`src/rtl/music_seq_ctrl.sv`:
```
// music_seq_ctrl
// Playback controller for the song ROM tables. It walks a beat index through
// one song pass at a selectable tempo. It reacts to debounced one-cycle
// button pulses for play/pause, stop and song select.
//
// Ports:
//   clk         system clock
//   rst         synchronous active-high reset
//   play_pulse  one-cycle pulse: play/pause toggle
//   stop_pulse  one-cycle pulse: stop and rewind
//   sel_pulse   one-cycle pulse: toggle song/part select and rewind
//   loop_en     1 = wrap at end of song, 0 = one-shot
//   speed       tempo: 0=1x, 1=2x, 2=4x, 3=8x
//   beat_num    beat index to the tone tables
//   song_en     song/part select to the tone tables
//   mute        1 = speaker output forced silent
//   playing     1 while in PLAY
//   done_pulse  one-cycle pulse when a one-shot pass completes
//
// Parameter limits: BEAT_LEN <= 4096 and TICK_DIV >= 8.
module music_seq_ctrl #(
  parameter int TICK_DIV = 6250000,
  parameter int BEAT_LEN = 128
) (
  input  logic        clk,
  input  logic        rst,
  input  logic        play_pulse,
  input  logic        stop_pulse,
  input  logic        sel_pulse,
  input  logic        loop_en,
  input  logic [1:0]  speed,
  output logic [11:0] beat_num,
  output logic        song_en,
  output logic        mute,
  output logic        playing,
  output logic        done_pulse
);

  typedef enum logic [1:0] {
    IDLE  = 2'd0,
    PLAY  = 2'd1,
    PAUSE = 2'd2,
    DONE  = 2'd3
  } state_t;

  localparam logic [31:0] TICK_DIV_W = 32'(TICK_DIV);
  localparam logic [11:0] LAST_BEAT  = 12'(BEAT_LEN - 1);

  state_t      state_reg, state_next;
  logic [11:0] beat_reg, beat_next;
  logic [31:0] tick_reg, tick_next;
  logic        song_reg, song_next;
  logic        done_reg, done_next;
  logic        mute_reg, playing_reg;

  logic [31:0] div_lim;
  logic        step;

  // The >= compare lets a mid-step tempo increase end the current step on
  // the next cycle. An == compare would have to count through a full
  // 32-bit wrap instead.
  assign div_lim = (TICK_DIV_W >> speed) - 32'd1;
  assign step    = (state_reg == PLAY) && (tick_reg >= div_lim);

  always_ff @(posedge clk) begin
    if (rst) begin
      state_reg   <= IDLE;
      beat_reg    <= 12'd0;
      tick_reg    <= 32'd0;
      song_reg    <= 1'b1;
      done_reg    <= 1'b0;
      mute_reg    <= 1'b1;
      playing_reg <= 1'b0;
    end else begin
      state_reg   <= state_next;
      beat_reg    <= beat_next;
      tick_reg    <= tick_next;
      song_reg    <= song_next;
      done_reg    <= done_next;
      // Status flags are registered from the next state so they line up with
      // state_reg without a combinational decode on the outputs.
      mute_reg    <= (state_next != PLAY);
      playing_reg <= (state_next == PLAY);
    end
  end

  // Priority per cycle: stop > play > sel > step. A step that coincides with
  // play or sel is dropped because those branches never look at it.
  always_comb begin
    state_next = state_reg;
    beat_next  = beat_reg;
    tick_next  = tick_reg;
    song_next  = song_reg;
    done_next  = 1'b0;

    if (stop_pulse) begin
      state_next = IDLE;
      beat_next  = 12'd0;
      tick_next  = 32'd0;
    end else if (play_pulse) begin
      case (state_reg)
        IDLE:    state_next = PLAY;
        PLAY:    state_next = PAUSE;  // beat and tick are frozen as they are
        PAUSE:   state_next = PLAY;   // resume at the held position
        DONE: begin
          state_next = PLAY;
          beat_next  = 12'd0;
          tick_next  = 32'd0;
        end
        default: state_next = IDLE;
      endcase
    end else if (sel_pulse) begin
      song_next = ~song_reg;
      beat_next = 12'd0;
      tick_next = 32'd0;
      if (state_reg == DONE) begin
        state_next = IDLE;
      end
    end else if (state_reg == PLAY) begin
      if (step) begin
        tick_next = 32'd0;
        if (beat_reg < LAST_BEAT) begin
          beat_next = beat_reg + 12'd1;
        end else if (loop_en) begin
          beat_next = 12'd0;
        end else begin
          beat_next  = 12'd0;
          state_next = DONE;
          done_next  = 1'b1;
        end
      end else begin
        tick_next = tick_reg + 32'd1;
      end
    end
  end

  assign beat_num   = beat_reg;
  assign song_en    = song_reg;
  assign mute       = mute_reg;
  assign playing    = playing_reg;
  assign done_pulse = done_reg;

endmodule

```
`config.mk`:
```
export PLATFORM = sky130hd
export DESIGN_NAME = music_seq_ctrl
export DESIGN_NICKNAME = d
export VERILOG_FILES = /design/src/rtl/music_seq_ctrl.sv
export SDC_FILE = /design/constraint.sdc
export NUM_CORES = 1
export LEC_CHECK = 0
export ABC_AREA = 1
export CAP_MARGIN = 5
export CORE_ASPECT_RATIO = 1.25
export CORE_UTILIZATION = 50
export CTS_CLUSTER_SIZE = 20
export DETAILED_ROUTE_END_ITERATION = 8
export GPL_TIMING_DRIVEN = 0
export PLACE_DENSITY = 0.7
export SLEW_MARGIN = 10
export SYNTH_ARGS = -nofsm -noshare
export SYNTH_HDL_FRONTEND = slang
export SYNTH_SLANG_ARGS = --single-unit
```
`constraint.sdc`:
```
create_clock -name clk -period 2.6 [get_ports clk]
set_input_delay 0.39 -clock clk [delete_from_list [all_inputs] [get_ports clk]]
set_output_delay 0.39 -clock clk [all_outputs]
set_load 0.005 [all_outputs]
```
# Word-level counts from Yosys, hierarchy flattened
# Index checks and enable logic that the tools add are counted.
[totals]
memories = 0
wordCells = 55
input_bits = 8
ramBits = 0
rom_bits = 0
latchBits = 0
ff_bits = 50
output_inout_bits = 16
[op_classes]
add_sub_neg = 3
shifts = 1
n_mux = 21
eq_ne = 6
div = 0
n_lt_le_gt_ge = 2
n_bitwise = 5
n_reduce_logical = 10
n_mul = 0
[ops]
columns = ["cell", "count"]
rows = [
  ["32-bit two-way mux", 5],
  ["12-bit two-way mux", 6],
  ["32-bit by 1-bit adder with 32-bit output, second input constant", 1],
  ["32-bit >= comparator", 1],
  ["23-bit by 2-bit right shift with 32-bit output, first input constant", 1],
  ["32-bit by 1-bit subtractor with 32-bit output, second input constant", 1],
  ["2-bit two-way mux", 8],
  ["12-bit by 1-bit adder with 12-bit output, second input constant", 1],
  ["12-bit by 7-bit < comparator with 1-bit output, second input constant", 1],
  ["7-bit OR reduction", 1],
  ["3-bit AND reduction", 2],
  ["3-bit nonzero test", 2],
  ["1-bit inverter", 5],
  ["2-bit by 1-bit equality test with 1-bit output, second input constant", 2],
  ["2-bit equality test, second input constant", 2],
  ["2-bit by 1-bit != test with 1-bit output, second input constant", 2],
  ["2-bit case mux with 2 select lines", 1],
  ["3-bit OR reduction", 1],
  ["2-bit logical NOT", 1],
  ["2-bit AND reduction", 1],
  ["2-bit OR reduction", 1],
  ["1-bit logical AND", 1],
  ["1-bit two-way mux", 1],
]

# Depth between registers and ports, before layout
# Gate-level depths: netlist (run 1).
[logic_depth]
word_depth = 10
ltp_mapped = 21
mapped_depth_nobuf = 20

# Least setup slack after synthesis (run 1)
# Ideal clock, no wire load.
[synth_path]
path_kind = "input -> register"
startpoint = "input port speed[1]"
endpoint = "register tick_reg[19]"
n_path_buf = 1
slack_ps = 374
required_ps = 2484
arrival_ps = 2111
path_stages = 21
setup_time_ps = 116
cell_sequence = "inv_1 -> nor2_1 -> inv_1 -> ha_1 -> ha_1 -> nand2_1 -> inv_1 -> nand2_1 -> nand2_1 -> nand2_1 -> nand2_1 -> nand2_1 -> nand2_1 -> nand2_1 -> nand2_1 -> nand2_2 -> nand2_4 -> nand2_4 -> nand2_4 -> buf_6 -> nor2_1"
[synth_between]
elab_chain_len = 8
[synth_lines]
columns = ["item", "line_no", "source"]
rows = [
  ["start: declaration", "31", "input logic [1:0] speed,"],
  ["23-bit by 2-bit right shift with 32-bit output", "62", "assign div_lim = (TICK_DIV_W >> speed) - 32'd1;"],
  ["32-bit by 1-bit subtractor with 32-bit output", "62", ""],
  ["32-bit >= comparator", "63", "assign step = (state_reg == PLAY) && (tick_reg >= div_lim);"],
  ["1-bit logical AND", "63", ""],
  ["32-bit two-way mux", "120", "if (step) begin"],
  ["32-bit two-way mux", "119", "end else if (state_reg == PLAY) begin"],
  ["32-bit two-way mux", "112", "end else if (sel_pulse) begin"],
  ["32-bit two-way mux", "100", "end else if (play_pulse) begin"],
  ["end signal: assignment", "77", "tick_reg <= tick_next;"],
  ["end: declaration", "51", "logic [31:0] tick_reg, tick_next;"],
]
# No other way between the ends. The select of a mux whose other input is x is not followed.
# A chain may end at the register's enable or synchronous reset.

# Worst setup path after layout (run 1)
[layout_path]
startpoint = "input port speed[1]"
endpoint = "register tick_reg[29]"
# Same word-level chain as after synthesis.

==> results.md, run 1 <==
* Status: finished, final reports clean
* Worst-case clock skew at 0.00871 ns
* RSZ-0062 raised after global routing: false
* Top-level I/O count at 24
* Post-DP HPWL at 5430 µm
* CTS Root Cell: clkbuf_8
* Critical path class: input pin to register
* Count of final max-slew check failures at 0
* Worst VDD drop at 0.000297 V
* Critical path capture point type: register
* Worst hold margin at 0.431 ns
* Routed Wire Length at 6960 µm
* Critical-path cell with the highest stage delay: ha_1
* Total setup violations reported at the end of the flow at 0
* M1 WL at 3170 µm
* Kind of start point of the critical path: input pin
* Area of the core region at 6250 µm²
* Required time at the endpoint of the critical path at 2.84 ns
* Final period util at 89.4%
* Post-route setup slack at 0.276 ns
* Max FFs per register at 32
* First-pass GRT wire length at 12300 µm
* Total Die Area at 6890 µm²
* Total length of routed met2 wires at 3460 µm
* Clock H-tree levels at 2
* Combinational Power Share at 10.2%
* Y dimension of the die at 92.5 µm
* Sink Count at 50
* DRC violations left at 0
* Post-Synthesis Mean Instance Area at 7.37 µm²
* Global placer's final weighted congestion at 0.944
* Fraction of final layout cells sized beyond drive strength 1 at 9.67%
* Power density over the cells at 358 nW/µm²
* Switching Share at 25.1%
* Number of detailed-route iterations in the first pass at 4
* Via total after detailed routing at 2935
* Internal Pwr Total at 1.01 mW
* Slowest Stage Delay on Critical Path at 0.28 ns
* Horiz. Die Dim at 74.4 µm
* Leak at 1.55 nW
* Crit path arrival time at 2.56 ns
* Ratio of routed vias to standard cells at 5.14
* Number of diodes at 0
* Min cycle time layout at 2.32 ns
* Number of enable flip-flop cells after synthesis at 0
* Largest fanout of any net on the critical path at 10
* Sw Pwr at 0.338 mW
* Amount of wire on met3 after detailed routing at 227 µm
* Total standard cell area after synthesis at 3280 µm²
* Number of unique standard cell types used by synthesis at 39
* Reg clk slew, reported paths at 0.08 ns
* Combined global-route utilization of all metal layers at 22.7%
* Synth Warn # at 0
* Initial Utilization at 52.5%
* Count of state elements after synthesis at 50
* Predominant post-synthesis flop cell: dfxtp_1
* Tightest Hold Check Type: input pin to register
* First-iteration detailed-routing DRC count at 125
* Bufs on Longest Clock Path at 2
* Row Count at 32
* Most used cell along the critical path: nand2_1
* Inserted Clock Buffers at 5
* Hold Fails Final Rpt at 0
* Share of the yosys chip area belonging to registers at 30.5%
* Number of antenna violations at the first check in global routing at 0
* Layout Nets at 526
* Max transition margin at 66.6%
* Max_cap viols at 0
* CTS tree: yes
* Portion of total power attributed to the clock network at 32.3%
* Clk Latency, worst-skew pair at 0.31 ns
* Fill cell instance count of the final layout at 662
* Remaining antenna violation count after routing at 0
* Number of hold buffers added after cts at 0
* Fraction of registers with async set/reset at 0%
* Sum of overflow across all layers after global routing at 0
* Area growth, synth to finish at 14.5%
* Slew at the pin with the worst max-slew slack at 0.501 ns
* Pre-CTS setup slack at -0.798 ns
* Routed length per placed instance at 12.2 µm
* Cell-by-cell listing of the critical path: buf_2, inv_1, nor2_4, inv_1, ha_1, ha_1, nand2_1, inv_1, nand2_1, nand2_1, nand2_1, nand2_1, nand2_1, nand2_1, nand2_1, nand2_2, nand2_2, nand2_4, nand2_8, nand2_8, buf_6, nor2_1
* Highest clock rate at 430 MHz
* Pin count of the biggest net entering global routing at 14
* Buffers added on ports at 22
* Via count of the first global-routing pass at 2872
* Number of cells produced by synthesis at 445
* Share of power burned in registers at 57.5%
* Top metal layer carrying routed signals: met4
==> final timing paths <==
path	from	to	slack, ns	depth (start not counted)
setup reg to reg	tick_reg[31]	tick_reg[29]	0.53	13
setup / recovery	speed[1]	tick_reg[29]	0.28	22
hold / removal	sel_pulse	song_en	0.43	3
hold reg to reg	beat_num[11]	beat_num[11]	0.46	2
==> worst max-delay path: cells and delay by family <==
family | cells | cell delay (ns)
and+or+nand+nor | 15 | 1.11
buffers and inverters | 5 | 0.49
adders and majority gates | 2 | 0.55
==> through the flow <==
stage / total power [mW] / cell area, µm² / setup TNS (ns) / instances / utilization (%)
after floorplan: 0.879 / 3310 / 0 / 454 / -
after global placement: 0.919 / 3640 / -30.77 / 561 / 58.3
after detailed placement: 0.922 / 3640 / -32.97 / 561 / 58.3
after CTS: 1.36 / 3730 / 0 / 568 / 59.7
after global routing: 1.41 / 3760 / 0 / 571 / 60.1
final: 1.34 / 3760 / 0 / 571 / 60.1
==> cell usage after synthesis (4+ instances only) <==
master	number	area [µm²]
nand4_1	12	75.1
nand3_1	28	140
dfxtp_1	50	1000
ha_1	32	400
nor3_1	14	70.1
xnor2_1	6	52.6
buf_6	4	45.0
nor2_1	66	248
nor4_1	7	43.8
xor2_1	22	193
nand2_1	88	330
inv_1	40	150
a21oi_1	23	115
o21ai_0	7	35.0
nand2_4	7	78.8
==> per-layer routing <==
metal | vias to the layer above | track usage [%]
li1 | 1530 | -
met1 | 1338 | 27.1
met2 | 57 | 40.4
met3 | 10 | 3.26
met4 | 0 | 7.86
met5 | - | 0
==> power groups by stage <==
stage                     clock [mW]  combinational, mW  sequential [mW]
after detailed placement           0              0.131            0.791
after CTS                      0.451              0.132            0.773
after global routing           0.484              0.155            0.774
after floorplan                    0             0.0882            0.791
final                          0.434              0.137            0.773
after global placement             0              0.128            0.791
==> cell families (layout without fill, tap and decap cells) <==
kind of cell | after synthesis | in the layout | share of synthesized area (%)
compound gates | 39 | 39 | 6.41
xor+xnor | 28 | 28 | 7.48
fa+ha+maj | 32 | 32 | 12.2
buf+inv | 53 | 85 | 7.36
flops | 50 | 50 | 30.5
other cells | 2 | 11 | 0.229
simple gates | 241 | 241 | 35.8
==> layout by cell type (no fill, tap or decap), types with 2 or more instances in the layout <==
| cell type | instances |
|---|---|
| nor3_1 | 14 |
| nor2_4 | 4 |
| inv_1 | 40 |
| nand4_1 | 12 |
| clkdlybuf4s50_1 | 20 |
| o21ai_0 | 7 |
| buf_2 | 3 |
| inv_2 | 3 |
| nor2_1 | 65 |
| o22ai_1 | 2 |
| clkbuf_1 | 4 |
| xor2_1 | 22 |
| o21ai_1 | 2 |
| a21oi_1 | 23 |
| ha_1 | 32 |
| buf_4 | 4 |
| nand3_1 | 28 |
| buf_6 | 4 |
| a21o_1 | 2 |
| nand2_2 | 4 |
| o21bai_1 | 2 |
| nor2_2 | 2 |
| nor3_2 | 3 |
| nor4_1 | 7 |
| conb_1 | 11 |
| nand2_8 | 2 |
| xnor2_1 | 6 |
| dfxtp_1 | 50 |
| clkbuf_8 | 5 |
| nand2_1 | 87 |
| nand2_4 | 5 |
==> area by class of cell <==
class	instances	area, µm²	area share [%]
Tap cell	85	106	2.83
Clock buffer	7	76.3	2.03
Buffer	8	65.1	1.73
Timing Repair Buffer	25	233	6.20
Inverter	45	176	4.70
Sequential cell	50	1000	26.6
Multi-Input combinational cell	351	2100	55.9
==> timing repair <==
action                                  in CTS  in global routing
endpoints found under the setup margin      47                 37
buffers inserted                             0                  3
pin swaps                                    0                  2
gates resized for setup                      8                  7
No activity file was read; power rests on OpenSTA's default activity.
==> run 2, diff against run 1 <==
--- a/config.mk
+++ b/config.mk
@@ -12,8 +12,8 @@
 export CTS_CLUSTER_SIZE = 20
 export DETAILED_ROUTE_END_ITERATION = 8
 export GPL_TIMING_DRIVEN = 0
-export PLACE_DENSITY = 0.7
-export SLEW_MARGIN = 10
+export PLACE_DENSITY = 0.72
+export SLEW_MARGIN = 25
 export SYNTH_ARGS = -nofsm -noshare
 export SYNTH_HDL_FRONTEND = slang
 export SYNTH_SLANG_ARGS = --single-unit
==> constraint.sdc (replaced) <==
create_clock -name clk -period 2 [get_ports clk]
set_input_delay 0.3 -clock clk [delete_from_list [all_inputs] [get_ports clk]]
set_output_delay 0.3 -clock clk [all_outputs]
set_load 0.005 [all_outputs]
==> results.md, run 2 (same netlist as run 1, synthesis figures left out) <==
* Status: finished, violations left (was finished, final reports clean)
* Violations in the final reports: setup timing
* Critical path class: register to register (was input pin to register)
* Post-DP HPWL at 5490 µm (was 5430 µm)
* Number of diodes at 0 (unchanged)
* Worst reg2reg path startpoint: tick_reg[20] (was tick_reg[31])
* Reg clk slew, reported paths at 0.09 ns (was 0.08 ns)
* Sink Count at 50 (unchanged)
* Power density over the cells at 424 nW/µm² (was 358 nW/µm²)
* Min cycle time layout at 2.09 ns
* Number of hold buffers added after cts at 0 (unchanged)
* Top library cells by usage in the layout, fill and taps aside: nand2_1, nor2_1, inv_1, dfxtp_1, nand3_1 (was nand2_1, nor2_1, dfxtp_1, inv_1, ha_1)
* Initial Utilization at 52.5% (unchanged)
* Critical path startpoint: tick_reg[20] (was speed[1])
* CTS Root Cell: clkbuf_8 (unchanged)
* Final core utilization at 68.9% (was 60.1%)
* CTS tree: yes (unchanged)
* Pre-CTS setup slack at -1.22 ns (was -0.798 ns)
* Worst VDD drop at 0.000387 V (was 0.000297 V)
* Via total after detailed routing at 3071 (was 2935)
* First-iteration detailed-routing DRC count at 165 (was 125)
* Clock H-tree levels at 2 (unchanged)
* Largest fanout of any net on the critical path at 5 (was 10)
* Routed Wire Length at 7770 µm (was 6960 µm)
* Total setup violations reported at the end of the flow at 26 (was 0)
* Kind of start point of the critical path: register (was input pin)
* Area growth, synth to finish at 31.1% (was 14.5%)
* Inserted Clock Buffers at 5 (unchanged)
* DRC violations left at 0 (unchanged)
* Hold wc startpoint: sel_pulse (unchanged)
* Top-level I/O count at 24 (unchanged)
* Worst-case clock skew at 0.0134 ns (was 0.00871 ns)
* RSZ-0062 raised after global routing: true (was false)
* Layout Nets at 539 (was 526)
* Crit path arrival time at 2.26 ns (was 2.56 ns)
* Buffers added on ports at 22 (unchanged)
* Combined global-route utilization of all metal layers at 23.4% (was 22.7%)
* Required time at the endpoint of the critical path at 2.17 ns (was 2.84 ns)
* Worst hold margin at 0.362 ns (was 0.431 ns)
* Routed length per placed instance at 13.3 µm (was 12.2 µm)
* Final period util at 105%
* Critical path capture point type: register (unchanged)
* Area of the core region at 6250 µm² (unchanged)
* Hold Fails Final Rpt at 0 (unchanged)
* Fraction of final layout cells sized beyond drive strength 1 at 28.1% (was 9.67%)
* Clk Latency, worst-skew pair at 0.30 ns (was 0.31 ns)
* Bufs on Longest Clock Path at 2 (unchanged)
* Number of antenna violations at the first check in global routing at 0 (unchanged)
* Remaining antenna violation count after routing at 0 (unchanged)
* Sum of overflow across all layers after global routing at 0 (unchanged)
* Max transition margin at 63.2% (was 66.6%)
* Count of final max-slew check failures at 0 (unchanged)
* Final total power at 1.83 mW (was 1.34 mW)
* Slew at the pin with the worst max-slew slack at 0.552 ns (was 0.501 ns)
* Highest clock rate at 478 MHz
* Max_cap viols at 0 (unchanged)
* Max FFs per register at 32 (unchanged)
* Y dimension of the die at 92.5 µm (unchanged)
* Row Count at 32 (unchanged)
* Post-route setup slack at -0.0922 ns (was 0.276 ns)
* Tightest Hold Check Type: input pin to register (unchanged)
* Ratio of routed vias to standard cells at 5.26 (was 5.14)
* Horiz. Die Dim at 74.4 µm (unchanged)
* Via count of the first global-routing pass at 2941 (was 2872)
* Number of detailed-route iterations in the first pass at 4 (unchanged)
* Global placer's final weighted congestion at 0.866 (was 0.944)
* First-pass GRT wire length at 12700 µm (was 12300 µm)
* Total Die Area at 6890 µm² (unchanged)
* Leading cell type in the layout, fill and taps excluded: nand2_1 (unchanged)
* Pin count of the biggest net entering global routing at 14 (unchanged)
* Leak at 1.68 nW (was 1.55 nW)
[run 2: cell types whose count changed in the layout (fill, tap and decap cells not counted), moves of 12 or more]
| cell | before | now |
|---|---|---|
| dfxtp_1 | 50 | 34 |
| nor2_2 | 2 | 17 |
| dfxtp_2 | 0 | 12 |
| nand2_1 | 87 | 73 |
| nor2_1 | 65 | 41 |
| nand2_2 | 4 | 18 |
[run 2: critical path: stages (launching register included)]
cell and delay [ns]:
dfxtp_1 0.36, ha_1 0.29, nand2_1 0.05, nor2_2 0.14
nand3_2 0.11, nor3_4 0.22, nand2_2 0.09, nand2_2 0.10
nand2_2 0.08, nand2_4 0.07, nand2_4 0.07, buf_6 0.14
buf_6 0.13, nand2_1 0.05, a21oi_1 0.05
[run 2: area by class of cell]
class,count,area [µm²]
Buffer,8,77.6
Multi-Input combinational cell,351,2410
Clock buffer,7,76.3
Sequential cell,50,1030
Timing Repair Buffer,38,413
Fill cell,550,1950
Inverter,45,188
Tap cell,85,106
[run 2: repair_timing]
item	CTS	global route
pin swaps	7	23
gates resized for setup	42	80
cloned	2	1
setup buffers	8	7
setup endpoints to repair	48	45
[run 2: metrics by stage]
| step | cell area [µm²] | TNS [ns] | cells |
|---|---|---|---|
| 6_report | 4300 | -1.05 | 584 |
| 3_5_place_dp | 3650 | -53.75 | 561 |
| 3_3_place_gp | 3650 | -51.91 | 561 |
| 4_1_cts | 3930 | -0.730 | 577 |
| 2_1_floorplan | 3330 | -0.902 | 454 |
| 5_1_grt | 4300 | -4.06 | 584 |
[run 2: path summary, 6_finish.rpt]
kind	slack, ns	end	cells after the start
setup / recovery	-0.09	beat_num[4]	14
hold / removal	0.36	song_en	3
setup reg to reg	-0.09	beat_num[4]	14
hold reg to reg	0.46	beat_num[11]	2
[run 2: power breakdown]
part | switching [mW] | internal, mW
combinational | 0.146 | 0.110
sequential | 0.00407 | 0.995
clock | 0.329 | 0.242
[run 2: metal layers]
layer / vias up / share of wire, % / track usage, %
met5: - / 0 / 0
met2: 69 / 53 / 41.4
li1: 1553 / - / -
met4: 0 / 1.2 / 8.65
met3: 11 / 3.5 / 3.48
met1: 1438 / 43 / 27.8
